$ cat src/rtl/multi_region_monitor_pkg.sv
// multi_region_monitor_pkg: shared FSM encoding and default trusted-code/reset-vector constants
package multi_region_monitor_pkg;
   typedef enum logic {RUN = 1'b0, KILL = 1'b1} state_e;
   localparam logic [15:0] TCB_BASE_DEF      = 16'hA000;
   localparam logic [15:0] TCB_SIZE_DEF      = 16'h4000;
   localparam logic [15:0] RESET_HANDLER_DEF = 16'h0000;
   localparam int          HOLD_CYC_DEF      = 4;
endpackage

$ cat src/rtl/multi_region_monitor_if.sv
// multi_region_monitor_if: CPU/DMA write buses, region config and violation report
interface multi_region_monitor_if #(
   parameter int ADDR_W = 16,
   parameter int N_REG  = 4
);
   logic [ADDR_W-1:0]       pc;
   logic [ADDR_W-1:0]       data_addr;
   logic                    data_en;
   logic [ADDR_W-1:0]       dma_addr;
   logic                    dma_en;
   logic [N_REG*ADDR_W-1:0] reg_min;
   logic [N_REG*ADDR_W-1:0] reg_max;
   logic [N_REG-1:0]        reg_en;
   logic                    reset;
   logic [N_REG-1:0]        viol_reg;
   logic [ADDR_W-1:0]       viol_addr;
   logic                    viol_dma;
   logic [7:0]              viol_cnt;
   modport master (
      output pc, data_addr, data_en, dma_addr, dma_en, reg_min, reg_max, reg_en,
      input  reset, viol_reg, viol_addr, viol_dma, viol_cnt
   );
   modport slave (
      input  pc, data_addr, data_en, dma_addr, dma_en, reg_min, reg_max, reg_en,
      output reset, viol_reg, viol_addr, viol_dma, viol_cnt
   );
endinterface

$ cat src/rtl/region_cmp.sv
// region_cmp: inclusive unsigned bounds check of one region against CPU and DMA writes
module region_cmp #(
   parameter int ADDR_W = 16
) (
   input  logic [ADDR_W-1:0] min_i,
   input  logic [ADDR_W-1:0] max_i,
   input  logic              en_i,
   input  logic [ADDR_W-1:0] data_addr_i,
   input  logic              data_en_i,
   input  logic [ADDR_W-1:0] dma_addr_i,
   input  logic              dma_en_i,
   input  logic              pc_trusted_i,
   output logic              cpu_hit_o,
   output logic              dma_hit_o
);
   logic active;
   assign active    = en_i && (min_i <= max_i);
   assign cpu_hit_o = active && data_en_i && !pc_trusted_i && (data_addr_i >= min_i) && (data_addr_i <= max_i);
   assign dma_hit_o = active && dma_en_i && (dma_addr_i >= min_i) && (dma_addr_i <= max_i);
endmodule

$ cat src/rtl/multi_region_monitor.sv
// multi_region_monitor: flags writes into protected regions and holds the CPU in reset until it re-enters the reset vector
module multi_region_monitor
   import multi_region_monitor_pkg::*;
#(
   parameter int              ADDR_W        = 16,
   parameter int              N_REG         = 4,
   parameter logic [ADDR_W-1:0] TCB_BASE      = ADDR_W'(TCB_BASE_DEF),
   parameter logic [ADDR_W-1:0] TCB_SIZE      = ADDR_W'(TCB_SIZE_DEF),
   parameter logic [ADDR_W-1:0] RESET_HANDLER = ADDR_W'(RESET_HANDLER_DEF),
   parameter int              HOLD_CYC      = HOLD_CYC_DEF
) (
   input logic                  clk,
   input logic                  rst_n,
   multi_region_monitor_if.slave bus
);
   localparam logic [7:0]        HOLD    = 8'(HOLD_CYC);
   // one extra bit so a window ending at the top of the address space does not wrap
   localparam logic [ADDR_W:0]   TCB_END = {1'b0, TCB_BASE} + {1'b0, TCB_SIZE};
   logic              pc_trusted;
   logic [N_REG-1:0]  cpu_hit;
   logic [N_REG-1:0]  dma_hit;
   logic              cpu_any;
   logic              viol;
   state_e            state_q, state_d;
   logic [7:0]        cnt_q, cnt_d;
   logic [7:0]        viol_cnt_q, viol_cnt_d;
   logic [N_REG-1:0]  viol_reg_q, viol_reg_d;
   logic [ADDR_W-1:0] viol_addr_q, viol_addr_d;
   logic              viol_dma_q, viol_dma_d;
   assign pc_trusted = (bus.pc >= TCB_BASE) && ({1'b0, bus.pc} < TCB_END);
   for (genvar i = 0; i < N_REG; i++) begin : g_reg
      region_cmp #(.ADDR_W(ADDR_W)) u_cmp (
         .min_i       (bus.reg_min[i*ADDR_W +: ADDR_W]),
         .max_i       (bus.reg_max[i*ADDR_W +: ADDR_W]),
         .en_i        (bus.reg_en[i]),
         .data_addr_i (bus.data_addr),
         .data_en_i   (bus.data_en),
         .dma_addr_i  (bus.dma_addr),
         .dma_en_i    (bus.dma_en),
         .pc_trusted_i(pc_trusted),
         .cpu_hit_o   (cpu_hit[i]),
         .dma_hit_o   (dma_hit[i])
      );
   end
   assign cpu_any = |cpu_hit;
   assign viol    = cpu_any | (|dma_hit);
   always_comb begin
      state_d     = state_q;
      cnt_d       = cnt_q;
      viol_cnt_d  = viol_cnt_q;
      viol_reg_d  = viol_reg_q;
      viol_addr_d = viol_addr_q;
      viol_dma_d  = viol_dma_q;
      if (state_q == RUN) begin
         if (viol) begin
            state_d     = KILL;
            cnt_d       = HOLD;
            viol_reg_d  = cpu_hit | dma_hit;
            viol_addr_d = cpu_any ? bus.data_addr : bus.dma_addr;
            viol_dma_d  = !cpu_any;
            viol_cnt_d  = (viol_cnt_q == 8'hFF) ? viol_cnt_q : viol_cnt_q + 8'd1;
         end
      end else if (viol) begin
         cnt_d = HOLD;
      end else if (cnt_q == 8'd0 && bus.pc == RESET_HANDLER) begin
         state_d = RUN;
      end else if (cnt_q != 8'd0) begin
         cnt_d = cnt_q - 8'd1;
      end
   end
   always_ff @(posedge clk or negedge rst_n) begin
      if (!rst_n) begin
         state_q     <= KILL;
         cnt_q       <= HOLD;
         viol_cnt_q  <= '0;
         viol_reg_q  <= '0;
         viol_addr_q <= '0;
         viol_dma_q  <= 1'b0;
      end else begin
         state_q     <= state_d;
         cnt_q       <= cnt_d;
         viol_cnt_q  <= viol_cnt_d;
         viol_reg_q  <= viol_reg_d;
         viol_addr_q <= viol_addr_d;
         viol_dma_q  <= viol_dma_d;
      end
   end
   assign bus.reset     = (state_q == KILL);
   assign bus.viol_reg  = viol_reg_q;
   assign bus.viol_addr = viol_addr_q;
   assign bus.viol_dma  = viol_dma_q;
   assign bus.viol_cnt  = viol_cnt_q;
endmodule

$ cat src/flat_wrapper.sv
// flat-port wrapper written by rule: the top's interface ports become plain ports
module multi_region_monitor_flat import multi_region_monitor_pkg::*;
#(
   parameter int              ADDR_W        = 16,
   parameter int              N_REG         = 4,
   parameter logic [ADDR_W-1:0] TCB_BASE      = ADDR_W'(TCB_BASE_DEF),
   parameter logic [ADDR_W-1:0] TCB_SIZE      = ADDR_W'(TCB_SIZE_DEF),
   parameter logic [ADDR_W-1:0] RESET_HANDLER = ADDR_W'(RESET_HANDLER_DEF),
   parameter int              HOLD_CYC      = HOLD_CYC_DEF
)
  (clk, rst_n, bus_pc, bus_data_addr, bus_data_en, bus_dma_addr, bus_dma_en, bus_reg_min, bus_reg_max, bus_reg_en, bus_reset, bus_viol_reg, bus_viol_addr, bus_viol_dma, bus_viol_cnt);
  multi_region_monitor_if #(.ADDR_W(ADDR_W), .N_REG(N_REG)) bus_i ();
  input logic clk;
  input logic rst_n;
  input wire logic [$bits(bus_i.pc)-1:0] bus_pc;
  input wire logic [$bits(bus_i.data_addr)-1:0] bus_data_addr;
  input wire logic [$bits(bus_i.data_en)-1:0] bus_data_en;
  input wire logic [$bits(bus_i.dma_addr)-1:0] bus_dma_addr;
  input wire logic [$bits(bus_i.dma_en)-1:0] bus_dma_en;
  input wire logic [$bits(bus_i.reg_min)-1:0] bus_reg_min;
  input wire logic [$bits(bus_i.reg_max)-1:0] bus_reg_max;
  input wire logic [$bits(bus_i.reg_en)-1:0] bus_reg_en;
  output wire logic [$bits(bus_i.reset)-1:0] bus_reset;
  output wire logic [$bits(bus_i.viol_reg)-1:0] bus_viol_reg;
  output wire logic [$bits(bus_i.viol_addr)-1:0] bus_viol_addr;
  output wire logic [$bits(bus_i.viol_dma)-1:0] bus_viol_dma;
  output wire logic [$bits(bus_i.viol_cnt)-1:0] bus_viol_cnt;
  assign bus_i.pc = bus_pc;
  assign bus_i.data_addr = bus_data_addr;
  assign bus_i.data_en = bus_data_en;
  assign bus_i.dma_addr = bus_dma_addr;
  assign bus_i.dma_en = bus_dma_en;
  assign bus_i.reg_min = bus_reg_min;
  assign bus_i.reg_max = bus_reg_max;
  assign bus_i.reg_en = bus_reg_en;
  assign bus_reset = bus_i.reset;
  assign bus_viol_reg = bus_i.viol_reg;
  assign bus_viol_addr = bus_i.viol_addr;
  assign bus_viol_dma = bus_i.viol_dma;
  assign bus_viol_cnt = bus_i.viol_cnt;
  multi_region_monitor #(.ADDR_W(ADDR_W), .N_REG(N_REG), .TCB_BASE(TCB_BASE), .TCB_SIZE(TCB_SIZE), .RESET_HANDLER(RESET_HANDLER), .HOLD_CYC(HOLD_CYC)) u_core (.clk(clk), .rst_n(rst_n), .bus(bus_i));
endmodule
$ cat config.mk
export PLATFORM = sky130hd
export DESIGN_NAME = multi_region_monitor_flat
export DESIGN_NICKNAME = d
export VERILOG_FILES = /design/src/rtl/multi_region_monitor_pkg.sv /design/src/rtl/multi_region_monitor_if.sv /design/src/rtl/region_cmp.sv /design/src/rtl/multi_region_monitor.sv /design/src/flat_wrapper.sv
export SDC_FILE = /design/constraint.sdc
export NUM_CORES = 1
export LEC_CHECK = 0
export ABC_AREA = 1
export BUFFER_PORTS_ARGS = -buffer_cell sky130_fd_sc_hd__buf_2
export CORE_UTILIZATION = 58
export CTS_CLUSTER_DIAMETER = 200
export DETAILED_ROUTE_END_ITERATION = 10
export PLACE_DENSITY = 0.84
export SKIP_LAST_GASP = 1
export SLEW_MARGIN = 30
export SYNTH_ARGS = -nofsm -noshare
export SYNTH_HDL_FRONTEND = slang
export SYNTH_HIERARCHICAL = 1
export SYNTH_SLANG_ARGS = --single-unit
export TNS_END_PERCENT = 1
$ cat constraint.sdc
create_clock -name clk -period 1.8 [get_ports clk]
set_input_delay 0.18 -clock clk [delete_from_list [all_inputs] [get_ports clk]]
set_output_delay 0.18 -clock clk [all_outputs]
set_load 0.1 [all_outputs]
==> results of run 1 <==
[kinds of logic after synthesis]
logic type	synth area share
simple gates	0.257
compound gates	0.129
mux	0.00102
flops	0.0968
xor+xnor	0.00711
buf+inv	0.0983
fa+ha+maj	0.410
[synth_stat cells, drive strengths merged]
cell type and number:
a21o 12, a21oi 153, a31oi 16, and3 1
buf 3, clkbuf 4, dfrtp 36, dfstp 2
ha 323, inv 245, mux2i 1, nand2 336
nand3 68, nand3b 2, nand4 19, nor2 151
nor3 21, nor4 2, o21a 5, o21ai 51
o22ai 1, or2 1, xnor2 1, xor2 7
[power groups by stage]
stage	registers [uW]	clock network, uW	logic [uW]
4_1_cts	1140	896	3670
3_5_place_dp	1150	0	3540
3_3_place_gp	1150	0	3390
2_1_floorplan	1710	0	1810
6_report	1140	886	3850
5_1_grt	1160	948	4250
[repair_timing]
action	CTS	global route
pin swaps	32	16
setup buffers	3	3
endpoints found under the hold margin	0	0
endpoints found under the setup margin	38	38
resized for setup	78	61
[metal layers]
| layer | vias up | global-route usage | share of wire |
|---|---|---|---|
| met2 | 528 | 0.644 | 0.49 |
| met1 | 5162 | 0.402 | 0.39 |
| met3 | 150 | 0.0361 | 0.065 |
| met4 | 0 | 0.206 | 0.059 |
| li1 | 5533 | - | - |
| met5 | - | 0 | 0 |
[final cells by class]
type,instances,share of cell area
multi-input combinational,1171,0.666
clock buffer,6,0.0109
tap,220,0.0217
sequential,38,0.0753
clock inverter,2,0.000986
timing repair buffer,316,0.152
inverter,245,0.0734
[stage by stage]
step / hold WS (ns) / instance area, sq um / setup TNS (ns) / worst slack (ns) / cells
6_report: -0.0145 / 12700 / -15.46 / -0.468 / 1998
5_1_grt: 0.0517 / 12700 / -20.79 / -0.633 / 1998
4_1_cts: 0.0103 / 12500 / -13.37 / -0.425 / 1995
3_5_place_dp: 0.310 / 12000 / -30.64 / -0.898 / 1984
3_3_place_gp: 0.312 / 12000 / -28.89 / -0.820 / 1984
2_1_floorplan: -0.116 / 9900 / -10.01 / -0.322 / 1461
[worst paths after layout]
path	start	endpoint	slack, ns	cells past startpoint
max in group asynchronous	rst_n	u_core/cnt_q[2]$_DFFE_PN1P_	1.19	2
min reg2reg	u_core/cnt_q[0]$_DFFE_PN0P_	u_core/cnt_q[0]$_DFFE_PN0P_	0.49	1
max reg2reg	u_core/cnt_q[2]$_DFFE_PN1P_	u_core/cnt_q[6]$_DFFE_PN0P_	0.21	7
max	bus_dma_addr[15]	u_core/bus.viol_cnt[7]$_DFFE_PN0P_	-0.47	18
min	rst_n	u_core/bus.viol_dma$_DFFE_PN0P_	-0.01	1
min in group clk	bus_pc[8]	u_core/bus.reset$_DFF_PN1_	0.29	4
[worst max-delay path: cells and delay by family]
kind / cells / cell delay, ns
compound gates: 3 / 0.51
simple gates: 13 / 1.25
fa+ha+maj: 1 / 0.31
buf+inv: 1 / 0.18
==> results.toml, run 1 <==
[floorplanning]
num_rows = 47
die_w_um = 132
die_h_um = 132
core_area_sq_um = 16600
initial_utilization = 0.594
dieArea_sq_um = 17500
ioPinCount = 214

[pwr]
p_sw_frac = 0.499
leakagePower_uw = 0.00745
power_frac_seq = 0.195
power_frac_clock = 0.151
power.density_nw_per_um2 = 463
irDropWorstVdd_uv = 702
power_uw = 5880
internal_power_uw = 2950
combPwrFrac = 0.655
switchingPower_uw = 2930

[sta]
worst_slew_pin_slew_ns = 0.799
setup_viol = 38
hold_viol_final = 25
fin_ws_ns = -0.468
skew_ns = 0.00359
period_minus_slack_ns = 2.27
period_share = 1.26
rsz0062_at_grt = "true"
fmax_mhz = 441
slew_viol_final = 0
hold_ws_ns = -0.0145
slew_headroom = 0.467

[setup_path]
path_cells = "clkbuf_4 -> ha_1 -> nand2_1 -> o21ai_0 -> a21oi_1 -> nand2_1 -> a21oi_1 -> nand2_2 -> nor2_4 -> nor2_2 -> nand2_2 -> nor2_8 -> nor2_4 -> nand2_4 -> nor2_4 -> nand2_1 -> nand2_1 -> nand2_1"
criticalPathCategory = "primary input to register"
critical_path_peak_fanout = 7
cp-start-kind = "primary input"
crit_top_cell = "nand2_1"
required_ns = 1.97
cp.arrival_ns = 2.44
end_kind = "register"
slowest_delay_ns = 0.31
critPathSlowestCell = "ha_1"

[run_status]
status = "complete, but fails checks"
violations = "hold timing, setup timing"

[detailed_routing]
ant_nets = 0
wl_per_cell_um = 15.9
via_per_inst = 5.69
drtIter0Drc = 775
routed_wl_mm = 31.7
vias = 11400
dr.pass1.iters = 6
post-route-drc-count = 0

[logic_synthesis]
synth_area_leaders = "ha_1 41%, nand2_1 13%, inv_1 9.3%"
synth_seq_cells = 38
synthCells = 1461
synth.avg_cell_area_sq_um = 6.74
yosysSeqAreaShare = 0.0968
yosysUniqueCellTypes = 31
netlist.area_leader.share = 0.410
synth_nets = 1968
synth_warnings = 6
netlist_area_sq_um = 9850
yosysTopAreaCell = "ha_1"

[global_routing]
grt_antenna_before_repair = 0
grt_max_degree = 39
grt_overflow = 0
grt_pass1_wl_mm = 50.4
grt_usage = 0.354
grt_pass1_vias = 11200

[layout]
diodes = 0
fin_util = 0.765
layout_commonest_cell = "nand2_1"
largest_reg_flops = 16
fillers = 1261
synthToLayoutAreaGrowth_pct = 28.9
drive_gt1_frac = 0.258
final_cell_mix = "322 x nand2_1, 304 x ha_1, 220 x inv_1"
nets = 2284
register_area_sq_um = 956
multiInputGateArea_sq_um = 8450

[flow_run]
drv_cap = 0

[hold_path]
hp-class = "primary input to asynchronous set/reset pin"

[placed_design]
gp_congestion = 0.954
port_buffers = 213
dp_hpwl_mm = 26.0

[clocking]
insertion_delay_ns = 0.28
cts_buffers = 5
hold_buffers = 0
clk_pin_slew_ns = 0.06
cts_tree = "done"
clock-sinks = 38
ctsRootBufferMaster = "clkbuf_16"
cts_buffer_depth = 2
h-tree-depth = 2
No activity file was read; power rests on OpenSTA's default activity.
==> inputs of run 2 (changes only) <==
--- a/config.mk
+++ b/config.mk
@@ -7,10 +7,10 @@
 export LEC_CHECK = 0
 export ABC_AREA = 1
 export BUFFER_PORTS_ARGS = -buffer_cell sky130_fd_sc_hd__buf_2
-export CORE_UTILIZATION = 58
+export CORE_UTILIZATION = 55
 export CTS_CLUSTER_DIAMETER = 200
 export DETAILED_ROUTE_END_ITERATION = 10
-export PLACE_DENSITY = 0.84
+export PLACE_DENSITY = 0.81
 export SKIP_LAST_GASP = 1
 export SLEW_MARGIN = 30
 export SYNTH_ARGS = -nofsm -noshare
==> run 2 against run 1 <==
  * Critical path depth is 1 higher
  * Critical endpoint unchanged
  * Global-route usage is 1.7 points lower
  * Fmax fell by 13%
  * The run ends with setup timing left
  * Sequential share of layout area shrank 0.78 points
==> results.toml, run 2 (synthesized netlist as in run 1, its figures left out) <==
[flow_run]
drv_cap = 0

[setup_path]
cp-start-kind = "primary input"
criticalPathCategory = "primary input to register"
cp.arrival_ns = 2.78
critical_path_peak_fanout = 6
r2r_cells = 9
required_ns = 1.97
end_kind = "register"

[sta]
period_minus_slack_ns = 2.61
fin_tns_setup_ns = -26.09
hold_viol_final = 0
fmax_mhz = 383
slew_viol_final = 0
fin_ws_ns = -0.808
slew_headroom = 0.666
worst_slew_pin_slew_ns = 0.505
period_share = 1.45
skew_ns = 0.00486
rsz0062_at_grt = "true"
setup_viol = 38

[clocking]
cts_buffer_depth = 2
cts_buffers = 5
cts_tree = "done"
h-tree-depth = 2
clock-sinks = 38
clk_pin_slew_ns = 0.06
insertion_delay_ns = 0.28
ctsRootBufferMaster = "clkbuf_16"

[global_routing]
grt_pass1_wl_mm = 49.4
grt_usage = 0.338
grt_max_degree = 39
grt_antenna_before_repair = 2
grt_pass1_vias = 11000
grt_overflow = 0

[placed_design]
port_buffers = 213
post-place-cells = 1999
dp_hpwl_mm = 25.9
gp_congestion = 0.974
post_dp_cell_area_sq_um = 12100
preCtsSetupSlack_ns = -0.903

[pwr]
power_frac_seq = 0.174
combPwrFrac = 0.680
power_frac_clock = 0.146
p_sw_frac = 0.492
internal_power_uw = 3320
irDropWorstVdd_uv = 984
switchingPower_uw = 3220
power.density_nw_per_um2 = 463
power_uw = 6550
leakagePower_uw = 0.00763

[layout]
final_cells = 2015
drive_gt1_frac = 0.349
final_area_sq_um = 14200
largest_reg_flops = 16
final_cell_mix = "303 x nand2_1, 242 x ha_1, 195 x inv_1"
layout_commonest_cell = "nand2_1"
synthToLayoutAreaGrowth_pct = 43.8
nets = 2296
diodes = 0

[floorplanning]
dieArea_sq_um = 18400
initial_utilization = 0.566
die_w_um = 136
core_area_sq_um = 17400
ioPinCount = 214
die_h_um = 136
num_rows = 48

[detailed_routing]
ant_nets = 0
vias = 12100
via_per_inst = 5.99
post-route-drc-count = 0
drtIter0Drc = 934
routed_wl_mm = 37.6
wl_per_cell_um = 18.7
dr.pass1.iters = 6

[hold_path]
hp-class = "primary input to register"
hold_path_depth = 4

[run_status]
status = "complete, but fails checks"
violations = "setup timing"
run 2: final timing paths:
check / start / end / slack, ns
min: bus_pc[9] / u_core/bus.reset$_DFF_PN1_ / 0.22
max reg2reg: u_core/bus.viol_cnt[0]$_DFFE_PN0P_ / u_core/bus.viol_cnt[7]$_DFFE_PN0P_ / 0.23
max in group asynchronous: rst_n / u_core/cnt_q[2]$_DFFE_PN1P_ / 1.15
min in group asynchronous: rst_n / u_core/bus.viol_cnt[5]$_DFFE_PN0P_ / 0.38
max: bus_reg_max[15] / u_core/bus.viol_cnt[7]$_DFFE_PN0P_ / -0.81
min reg2reg: u_core/cnt_q[0]$_DFFE_PN0P_ / u_core/cnt_q[0]$_DFFE_PN0P_ / 0.47
run 2: power by group through the flow:
stage / combinational (uW) / sequential [uW] / clock (uW)
after global placement: 3450 / 1150 / 0
after detailed placement: 3580 / 1150 / 0
after global routing: 4830 / 1160 / 1010
final: 4450 / 1140 / 954
after CTS: 3740 / 1140 / 964
after floorplan: 1810 / 1710 / 0
run 2: layout make-up:
type / instances / area, sq um
Fill cell: 1059 / 3260
Tap cell: 225 / 282
Inverter: 245 / 1020
Timing Repair Buffer: 328 / 2240
Sequential cell: 38 / 956
Clock buffer: 8 / 166
Multi-Input combinational cell: 1171 / 9490
run 2: repair_timing:
item                       4_1_cts  5_1_grt
buffers inserted                 2        6
hold buffers                     1        0
pin swaps                       41       99
gates resized for setup        105      287
setup endpoints to repair       38       38
hold endpoints to repair        36        0
run 2: metrics by stage:
stage / util / hold WS [ns]
detailed placement: 0.694 / 0.159
global route: 0.813 / 0.247
CTS: 0.729 / 0.226
finish: 0.813 / 0.223
floorplan: - / -0.116
global placement: 0.694 / 0.159
run 2: layer usage:
layer  vias up  wire length [um]  GRT usage
met2       730             17900      0.624
met1      5550             13900      0.373
met3       224              3030     0.0418
met5         -                27          0
met4         4              2740      0.184
li1       5552                 -          -
run 2: critical path, stage by stage:
cell and delay, ns:
buf_2 0.10, inv_1 0.14, ha_1 0.32, a21oi_1 0.23, o21ai_1 0.18, a21oi_2 0.28, nand2_1 0.13, a21oi_2 0.16
nand2_1 0.07, nor2_2 0.15, nor2_4 0.06, nand2_4 0.09, nor2_8 0.05, nor2_4 0.20, nand2_4 0.14, nor2_4 0.14
nand2_1 0.06, nand2_1 0.05, nand2_1 0.06
==> inputs of run 3 (changes only) <==
--- a/config.mk
+++ b/config.mk
@@ -5,7 +5,6 @@
 export SDC_FILE = /design/constraint.sdc
 export NUM_CORES = 1
 export LEC_CHECK = 0
-export ABC_AREA = 1
 export BUFFER_PORTS_ARGS = -buffer_cell sky130_fd_sc_hd__buf_2
 export CORE_UTILIZATION = 55
 export CTS_CLUSTER_DIAMETER = 200
==> run 3 against run 2 <==
  * The flow still finishes with violations (setup timing)
  * Critical path depth is 3 lower
  * Sequential share of layout area grew 0.37 points
  * Wire length up 0.59%
  * Sequential power grew 31%
  * Critical endpoint is now u_core/bus.viol_addr[8]$_DFFE_PN0P_
  * Fmax fell by 10%
  * Largest power group unchanged
  * Clock skew is 0.0017 ns higher
  * Highest routed layer is now met4
  * Via count is 4.7% lower
  * Non-clock buffer count increased by 152
  * First-iteration DRC count is 22% higher
==> results.toml, run 3 <==
[run_status]
status = "complete, but fails checks"
violations = "setup timing"

[clocking]
ctsRootBufferMaster = "clkbuf_16"
cts_buffers = 5
cts_buffer_depth = 2
clk_pin_slew_ns = 0.06
h-tree-depth = 2
cts_tree = "done"
clock-sinks = 38
insertion_delay_ns = 0.29

[logic_synthesis]
netlist_area_sq_um = 9110
synth_warnings = 6
synth.avg_cell_area_sq_um = 8.13
netlist.area_leader.share = 0.443
yosysMostFrequentCell = "ha_1"
synthCells = 1121
synth-async-reset-ratio = 1.00
synth_area_leaders = "ha_1 44%, dfrtp_1 9.9%, a21oi_1 7.2%"
yosysSeqAreaShare = 0.105
yosysUniqueCellTypes = 44
synth_edf_count = 0
synth_nets = 1628
synth_seq_cells = 38
ys.flop_type = "dfrtp_1"
yosysTopAreaCell = "ha_1"
ys_top_cells_by_count = "323 x ha_1, 146 x inv_1, 132 x a21oi_1, 66 x nand2_1, 59 x nor2_1"

[pwr]
power.density_nw_per_um2 = 653
irDropWorstVdd_uv = 834
power_uw = 8740
leakagePower_uw = 0.00744

[sta]
fmax_mhz = 344
fin_ws_ns = -1.10
hold_viol_final = 0
period_minus_slack_ns = 2.90
slew_viol_final = 0
skew_ns = 0.00660
setup_viol = 38
slew_headroom = 0.630
worst_slew_pin_slew_ns = 0.555
hold_ws_ns = 0.295
rsz0062_at_grt = "true"
period_share = 1.61

[global_routing]
grt_overflow = 0
grt_pass1_vias = 11100
grt_usage = 0.409
grt_antenna_before_repair = 0
grt_pass1_wl_mm = 53.3
grt_max_degree = 41

[layout]
largest_reg_flops = 16
layout_commonest_cell = "ha_1"
fin_util = 0.836
nets = 2106
final_area_sq_um = 13400
final_cell_mix = "308 x ha_1, 257 x buf_4, 197 x buf_2"
fillers = 930
synthToLayoutAreaGrowth_pct = 46.8
drive_gt1_frac = 0.358
diodes = 0

[detailed_routing]
routed_wl_mm = 37.8
wl_per_cell_um = 20.8
dr.pass1.iters = 6
vias = 11500
ant_nets = 0
drtIter0Drc = 1140
post-route-drc-count = 0
via_per_inst = 6.33

[floorplanning]
core_area_sq_um = 16000
num_rows = 46
initial_utilization = 0.570
die_h_um = 131
ioPinCount = 214
die_w_um = 131
dieArea_sq_um = 17100

[flow_run]
drv_cap = 0

[placed_design]
dp_hpwl_mm = 28.1
preCtsSetupSlack_ns = -1.45
port_buffers = 213
post_dp_cell_area_sq_um = 12700
gp_congestion = 1.02

[setup_path]
r2r_setup_slack_ns = -0.10
end_kind = "register"
criticalPathCategory = "primary input to register"
crit_start = "bus_reg_max[62]"
critical_path_peak_fanout = 20
r2r_cells = 4
required_ns = 1.99
cp.arrival_ns = 3.09
r2r_end = "u_core/cnt_q[0]$_DFFE_PN0P_"
rr_startpoint = "u_core/cnt_q[5]$_DFFE_PN0P_"
cp-start-kind = "primary input"

[hold_path]
hold_end = "u_core/bus.reset$_DFF_PN1_"
hold_path_depth = 5
hold_start = "bus_pc[8]"
hp-class = "primary input to register"
-- run 3: where the power goes --
| group | switching (uW) | internal [uW] |
|---|---|---|
| clock network | 358 | 832 |
| registers | 287 | 1210 |
| logic | 4130 | 1920 |
| total | 4780 | 3960 |
-- run 3: cells by family after synthesis --
| group | share of synthesized area |
|---|---|
| buffers and inverters | 0.0647 |
| multiplexers | 0.0211 |
| AO/OA/AOI/OAI | 0.173 |
| adder cells (fa/ha/maj) | 0.443 |
| AND/OR/NAND/NOR | 0.186 |
| flip-flops | 0.105 |
| XOR/XNOR | 0.00673 |
-- run 3: cell type report --
class / count / area [sq um] / share of cell area
well taps: 216 / 270 / 0.0202
flip-flops and latches: 38 / 953 / 0.0713
clock buffers: 6 / 139 / 0.0104
repair buffers: 480 / 3360 / 0.251
clock inverters: 2 / 60.1 / 0.00449
inverters: 146 / 563 / 0.0421
multi-input cells: 928 / 8040 / 0.601
-- run 3: timing repair --
| action | in CTS | in global routing |
|---|---|---|
| gates cloned | 0 | 1 |
| hold buffers | 1 | 0 |
| setup buffers | 1 | 3 |
| setup endpoints to repair | 38 | 38 |
| pin swaps | 17 | 18 |
| hold endpoints to repair | 36 | 0 |
| resized for setup | 59 | 25 |
-- run 3: how the worst max path moves through the flow --
stage | end
finish | u_core/bus.viol_addr[8]$_DFFE_PN0P_
global route | u_core/bus.viol_addr[8]$_DFFE_PN0P_
CTS | u_core/bus.viol_cnt[7]$_DFFE_PN0P_
detailed placement | u_core/bus.viol_addr[1]$_DFFE_PN0P_
global placement | u_core/cnt_q[1]$_DFFE_PN0P_
floorplan | u_core/bus.viol_addr[2]$_DFFE_PN0P_
-- run 3: stage by stage --
| stage | instances | TNS, ns |
|---|---|---|
| floorplan | 1121 | -22.44 |
| global placement | 1802 | -47.91 |
| detailed placement | 1802 | -51.71 |
| CTS | 1812 | -30.60 |
| global route | 1816 | -39.61 |
| finish | 1816 | -37.89 |
-- run 3: layer usage --
| metal | vias up | track usage | share of wire |
|---|---|---|---|
| met1 | 5244 | 0.479 | 0.36 |
| met2 | 832 | 0.694 | 0.44 |
| met5 | - | 0 | 0 |
| li1 | 5150 | - | - |
| met4 | 0 | 0.272 | 0.085 |
| met3 | 271 | 0.0594 | 0.11 |
-- run 3: worst max-delay path, stage by stage --
cell and delay [ns]:
buf_2 0.10, inv_2 0.10, ha_1 0.29, a21oi_1 0.18, nand2_1 0.21, a211o_1 0.36, a221oi_2 0.19, a21o_1 0.24
o311a_1 0.29, nor4_4 0.06, buf_4 0.16, a21oi_4 0.17, buf_12 0.14, buf_12 0.15, nor2_1 0.07, a21oi_1 0.20
